`src/rtl/uart_rx_frame_parser.sv`:
```
// uart_rx_frame_parser
//   Pulls bytes out of the UART RX FIFO and finds framed packets:
//     HDR0, HDR1, LEN, LEN payload bytes, CHK
//   CHK is the 8-bit wrapping sum of LEN and the payload bytes.
//   Payload bytes are streamed out before the checksum is known, so the
//   consumer must drop what it buffered if Err_Chk or Err_Tmo follows.
//
// Ports
//   CLK, RST     clock, asynchronous active-high reset
//   Empty_sig    RX FIFO empty
//   FIFO_RD_Dat  RX FIFO read data, valid the cycle after RD_Req_sig
//   RD_Req_sig   FIFO pop request (registered, at most every other cycle)
//   Pay_Dat      payload byte
//   Pay_Idx      payload byte index, 0-based
//   Pay_Vld      strobe for Pay_Dat / Pay_Idx
//   Frame_Len    LEN of the last good frame
//   Frame_Done   pulse: frame complete, checksum good
//   Err_Chk      pulse: checksum mismatch
//   Err_Len      pulse: LEN == 0 or LEN > MAX_LEN
//   Err_Tmo      pulse: inter-byte timeout inside a frame
module uart_rx_frame_parser #(
  parameter logic [7:0] HDR0        = 8'hAA,
  parameter logic [7:0] HDR1        = 8'h55,
  parameter int         MAX_LEN     = 32,
  parameter int         TIMEOUT_CYC = 50000
) (
  input  logic       CLK,
  input  logic       RST,
  input  logic       Empty_sig,
  input  logic [7:0] FIFO_RD_Dat,
  output logic       RD_Req_sig,
  output logic [7:0] Pay_Dat,
  output logic [5:0] Pay_Idx,
  output logic       Pay_Vld,
  output logic [7:0] Frame_Len,
  output logic       Frame_Done,
  output logic       Err_Chk,
  output logic       Err_Len,
  output logic       Err_Tmo
);

  localparam int         TW       = $clog2(TIMEOUT_CYC + 1);
  localparam logic [TW-1:0] TMO_LAST = TW'(TIMEOUT_CYC - 1);
  localparam logic [7:0] MAX_LEN_B = 8'(MAX_LEN);

  typedef enum logic [2:0] {
    S_HDR0,
    S_HDR1,
    S_LEN,
    S_PAY,
    S_CHK
  } state_t;

  state_t        state;
  logic          cap;      // FIFO_RD_Dat holds a freshly popped byte this cycle
  logic [7:0]    len;
  logic [7:0]    sum;
  logic [5:0]    idx;
  logic [TW-1:0] tmo_cnt;

  always_ff @(posedge CLK or posedge RST) begin
    if (RST) begin
      state      <= S_HDR0;
      cap        <= 1'b0;
      len        <= '0;
      sum        <= '0;
      idx        <= '0;
      tmo_cnt    <= '0;
      RD_Req_sig <= 1'b0;
      Pay_Dat    <= '0;
      Pay_Idx    <= '0;
      Pay_Vld    <= 1'b0;
      Frame_Len  <= '0;
      Frame_Done <= 1'b0;
      Err_Chk    <= 1'b0;
      Err_Len    <= 1'b0;
      Err_Tmo    <= 1'b0;
    end else begin
      // Alternate request cycles so a pop is never issued before the
      // FIFO's empty flag has reflected the previous one.
      RD_Req_sig <= !Empty_sig && !RD_Req_sig;
      cap        <= RD_Req_sig;

      Pay_Vld    <= 1'b0;
      Frame_Done <= 1'b0;
      Err_Chk    <= 1'b0;
      Err_Len    <= 1'b0;
      Err_Tmo    <= 1'b0;

      if (cap) begin
        // A byte landing on the expiry cycle takes priority over the timeout.
        tmo_cnt <= '0;
        unique case (state)
          S_HDR0: if (FIFO_RD_Dat == HDR0) state <= S_HDR1;
          S_HDR1: begin
            if (FIFO_RD_Dat == HDR1)      state <= S_LEN;
            else if (FIFO_RD_Dat != HDR0) state <= S_HDR0;
            // a repeated HDR0 keeps us waiting for HDR1
          end
          S_LEN: begin
            if (FIFO_RD_Dat == 8'd0 || FIFO_RD_Dat > MAX_LEN_B) begin
              Err_Len <= 1'b1;
              state   <= S_HDR0;
            end else begin
              len   <= FIFO_RD_Dat;
              sum   <= FIFO_RD_Dat;
              idx   <= '0;
              state <= S_PAY;
            end
          end
          S_PAY: begin
            Pay_Dat <= FIFO_RD_Dat;
            Pay_Idx <= idx;
            Pay_Vld <= 1'b1;
            sum     <= sum + FIFO_RD_Dat;
            idx     <= idx + 6'd1;
            if ({2'b00, idx} == len - 8'd1) state <= S_CHK;
          end
          S_CHK: begin
            if (FIFO_RD_Dat == sum) begin
              Frame_Done <= 1'b1;
              Frame_Len  <= len;
            end else begin
              Err_Chk <= 1'b1;
            end
            state <= S_HDR0;
          end
          default: state <= S_HDR0;
        endcase
      end else if (state != S_HDR0) begin
        if (tmo_cnt == TMO_LAST) begin
          Err_Tmo <= 1'b1;
          tmo_cnt <= '0;
          state   <= S_HDR0;
        end else begin
          tmo_cnt <= tmo_cnt + 1'b1;
        end
      end
    end
  end

endmodule

```
`config.mk`:
```
export PLATFORM = sky130hd
export DESIGN_NAME = uart_rx_frame_parser
export DESIGN_NICKNAME = d
export VERILOG_FILES = /design/src/rtl/uart_rx_frame_parser.sv
export SDC_FILE = /design/constraint.sdc
export NUM_CORES = 1
export LEC_CHECK = 0
export CORE_ASPECT_RATIO = 1.5
export CORE_MARGIN = 4
export CORE_UTILIZATION = 50
export CTS_CLUSTER_DIAMETER = 200
export DETAILED_ROUTE_END_ITERATION = 8
export PLACE_DENSITY = 0.83
export SETUP_SLACK_MARGIN = 0.4
export SLEW_MARGIN = 40
export SYNTH_ARGS = -nofsm -noshare
export SYNTH_HDL_FRONTEND = slang
export SYNTH_SLANG_ARGS = --single-unit
```
`constraint.sdc`:
```
create_clock -name CLK -period 2.6 [get_ports CLK]
set_clock_uncertainty 0.1 [all_clocks]
set_input_delay 0.39 -clock CLK [delete_from_list [all_inputs] [get_ports CLK]]
set_output_delay 0.39 -clock CLK [all_outputs]
set_load 0.1 [all_outputs]
```
Yosys cells after proc, flatten, opt, wreduce, memory -nomap -nowiden. Index checks and enable logic that the tools add are counted.

Bits in latches: 0. Register bits: 70. Bits in writable memories: 0. Memory bits (read-only): 0. Memories: 0. Input port bits: 11. Output and inout port bits: 28. Logic and storage cells: 80.

Mux-type cells: 30. Magnitude comparators: 1. Add/subtract/negate cells: 4. Reductions and logical operators: 15. Shift operators: 0. Eq/ne operators: 14. Div/mod/pow operators: 0. Bitwise gates (word level): 1. Multipliers: 0.

Operators by type and width (count): 2-to-1 mux 16 bit (3); 2-to-1 mux 3 bit (7); adder 16 x 1 -> 16 bit (second input constant) (1); equality test 16 bit (second input constant) (1); case mux 8 bit (2 select lines) (1); 2-to-1 mux 1 bit (14); case mux 3 bit (4 select lines) (1); case mux 6 bit (2 select lines) (1); AND reduction 3 bit (3); adder 8 bit (1); equality test 6 x 8 -> 1 bit (1); equality test 8 x 7 -> 1 bit (second input constant) (1); equality test 8 bit (1); equality test 8 bit (second input constant) (1); greater-than comparator 8 x 6 -> 1 bit (second input constant) (1); logical NOT 8 bit (1); 2-to-1 mux 8 bit (1); != test 8 bit (second input constant) (1); subtractor 8 x 1 -> 8 bit (second input constant) (1); adder 6 x 1 -> 6 bit (second input constant) (1); equality test 3 x 2 -> 1 bit (second input constant) (2); 2-to-1 mux 6 bit (1); != test 3 bit (second input constant) (2); nonzero test 2 bit (3); other kinds (13) (14).

Depth between registers and ports, before layout.
Depth after elaboration: 5. Gate-level depth with buffers: 9. Gate-level depth less buffers: 9.

Worst setup path before layout. No wires, ideal clock.

Path kind: reg-to-reg. From: register len[2]. To: register state[1]. Period minus slack after synthesis: 2.361 ns. Stages on the path, launching flop included: 7. Required time: 2.374 ns. Setup time: 0.126 ns. Data arrival time: 2.135 ns. Slack: 0.239 ns. Buffers on the path: 1. Cells stage by stage: dfrtp_1 buf_6 or4_4 or4b_4 a211oi_2 o211ai_2 a221o_1.

Cells in the longest elaborated chain, start to end: 4.

Ends and longest elaborated chain: from (decl) (RTL line 56) `logic [7:0] len;`; from (signal assigned) (RTL line 105) `len <= FIFO_RD_Dat;`; subtractor 8 x 1 -> 8 bit (RTL line 117) `if ({2'b00, idx} == len - 8'd1) state <= S_CHK;`; equality test 6 x 8 -> 1 bit (RTL line 117); != test 3 bit (no line); AND reduction 5 bit (no line); to (signal assigned) (RTL line 117); to (signal assigned) (RTL line 126) `state <= S_HDR0;`; to (signal assigned) (RTL line 128) `default: state <= S_HDR0;`; to (decl) (RTL line 54) `state_t state;`.

No other way between the ends. A chain may end at the register's enable or synchronous reset.

Worst setup path in the final report. Same ends and word-level chain as after synthesis.

==> results.cfg <==
[status]
status = completed

[sta]
relSlewSlack_pct = 55.2
slew_viol_final = 0
rsz0062_at_grt = yes
hold_slack_ns = 0.307
setup_tns_ns = 0
final-hold-violation-count = 0
fmax_mhz = 427
max_slew.worst_pin.slew_ns = 0.668
min_period_ns = 2.34
setup_viol = 0
layout_worst_path_cycle_share_pct = 90.0
final.setup.worst_slack_ns = 0.259

[floorplanning]
die_x_um = 77.9
io_pins = 39
core_area_um2 = 7180
std_cell_rows = 38
start_util_pct = 51.0
fp.dieH_um = 113
die_area_um2 = 8790

[layout]
seqCellArea_um2 = 1750
final_cells = 568
utilization_pct = 64.8
fillers = 551
multi_input_area_um2 = 1880
n_antenna_cell = 0
nNetsFinal = 485
stdcell_area_um2 = 4650
areaGrowthSynthToFinish_pct = 27.0
drive_above_1_share_pct = 24.4

[routing]
vias = 3181
drcViolationCount = 0
wl_met3_um = 305
dr.pass1.iters = 4
dr_wl_met2_um = 4660
top_layer_used = met4
postRouteAntennaNets = 0
drt_iter0_drc = 205
wl_um = 8760
wl_per_cell_um = 15.4
wl_met1_um = 3480
viasPerCell = 5.60

[hold_path]
holdPathStages = 0
worst_hold_path_type = reg -> reg
min_from = RD_Req_sig

[critical_path]
crit_slowest_cell = or4_4
critPathTopFamily = simple AND/OR/NAND/NOR gates
criticalPathCategory = reg -> reg
critPathArrivalTime_ns = 2.48
reg2reg_depth = 5
rrSetupSlack_ns = 0.26
start_kind = register
cp.depth = 5
cp_data_required_time_ns = 2.74
setup.worst_path.start = len[2]
cp-end-kind = register
crit_fanout = 3
path_cells = or4_4 > or4b_4 > a211oi_2 > o211ai_2 > a221o_1
rr_startpoint = len[2]
path_buf_inv = 0
crit_path_max_incr_delay_ns = 0.55

[synthesis]
syn_inst = 396
syn_avg_cell_area_um2 = 9.25
synth_xor_xnor_area_share_pct = 4.54
synth_edf_count = 0
ys_warn_count = 0
yosysSeqAreaShare_pct = 47.8
synth_area_leaders = dfrtp_1, nand2_1, ha_1
synth_area_um2 = 3660
synth.largest_area_cell = dfrtp_1
synthFlopType = dfrtp_1
yosysMostFrequentCell = nand2_1
synth_adder_area_share_pct = 3.96
synth-simple-area-share_pct = 25.4
ys_ff_latch = 70
ys_types = 57
synth_top_area_share_pct = 47.8
synth_compound_area_share_pct = 11.5
ys_top_cells_by_count = nand2_1, dfrtp_1, nor2_1
synthMuxAreaShare_pct = 2.97
syn-num-nets = 418
synth_top_family_by_area = simple AND/OR/NAND/NOR gates
ys_async_sr_fraction_pct = 100

[clocking]
insertion_delay_ns = 0.35
cts_buffer_depth = 2
root_buffer = clkbuf_8
ctsHoldBuffers = 0
cts_sinks = 70
path_clk_slew_ns = 0.08
cts_htree_levels = 3
cts_tree = done
cts_buffers = 9

[flow_run]
maxCapViolCount = 0

[power]
p_total_mw = 2.15
cellPowerDensity_nw_per_um2 = 461
p_switching_uw = 529
switching_share_pct = 24.7
pwr-share-comb_pct = 6.2
p_seq_share_pct = 51.1
intPower_mw = 1.62
ir_worst_vdd_uv = 370
leakage_nw = 2.18
p_clk_share_pct = 42.8

[placed_design]
place.gp.congestion = 0.866
dpl.hpwl_um = 6170
numPortBuffers = 38
place_inst = 541
dp_slack_ns = -0.218
place_area_um2 = 4240

[global_route]
antenna_found_initial = 0
grt_pass1_wl_um = 14200
grt_max_degree = 71
grt_overflow = 0
grt_use_total_pct = 20.4
grt_pass1_vias = 3080
## cell type report
class / instances / share of cell area [%]
flip-flops and latches: 70 / 37.7
clock buffers: 10 / 2.96
inverters: 16 / 1.37
well taps: 100 / 2.69
repair buffers: 74 / 13.4
clock inverters: 6 / 1.51
multi-input cells: 292 / 40.4
## cells in the final DEF, fill, tap and decap left out, types with 3 or more instances in the layout
cell and instances:
buf_4 61, nor4_4 3, mux2i_1 3, nor3_1 9, o21ai_0 17, nand4_1 6, xnor2_1 10, a21oi_1 13
and2_1 4, dlygate4sd2_1 4, clkinvlp_4 4, clkbuf_8 10, nand3_1 16, nor2b_1 5, inv_1 12, nor4_1 5
dfrtp_1 69, ha_4 3, xor2_1 9, or3_1 7, mux2_2 6, clkdlybuf4s50_1 5, nor2_1 30, ha_1 5
a31oi_1 4, nand2_1 77, o21ai_1 8
## worst reg2reg max path, delay by kind of cell, from the launching register on
family | cells | cell delay [ns]
compound gates | 3 | 0.70
simple gates | 2 | 1.05
flops | 1 | 0.38
## kinds of logic (layout without fill, tap and decap cells)
group	Yosys count	after routing
AND/OR/NAND/NOR	185	185
flip-flops	70	70
adder cells (fa/ha/maj)	11	11
multiplexers	10	10
AO/OA/AOI/OAI	67	67
buffers and inverters	34	106
XOR/XNOR	19	19
## path summary, 6_finish.rpt
check | end
min reg2reg | cap
max | state[1]
max reg2reg | state[1]
max in group asynchronous | tmo_cnt[8]
min | cap
min in group asynchronous | Frame_Len[5]
## sequential cells by signal, indices dropped and copies added (netlist names), 3 cells and up
name	flops
sum	8
idx	6
tmo_cnt	16
Pay_Dat	8
Pay_Idx	6
len	8
Frame_Len	8
state	3
## power groups by stage
stage	clock (mW)	combinational (mW)	sequential, mW
after detailed placement	0	0.126	1.12
final	0.917	0.133	1.10
after global placement	0	0.125	1.12
after floorplan	0	0.0544	1.12
after CTS	0.931	0.127	1.10
after global routing	0.992	0.145	1.10
## metal layers
layer,GRT usage (%),vias to the layer above
li1,-,1515
met1,23.7,1566
met2,35.8,72
met3,4.38,28
met4,8.98,0
met5,0,-
## what timing repair did
| action | 4_1_cts | 5_1_grt |
|---|---|---|
| pin swaps | 10 | 11 |
| endpoints found under the setup margin | 30 | 22 |
| buffers inserted | 6 | 4 |
| gates resized for setup | 13 | 17 |
| cloned | 1 | 0 |
Power figures use the tool's default switching activity.
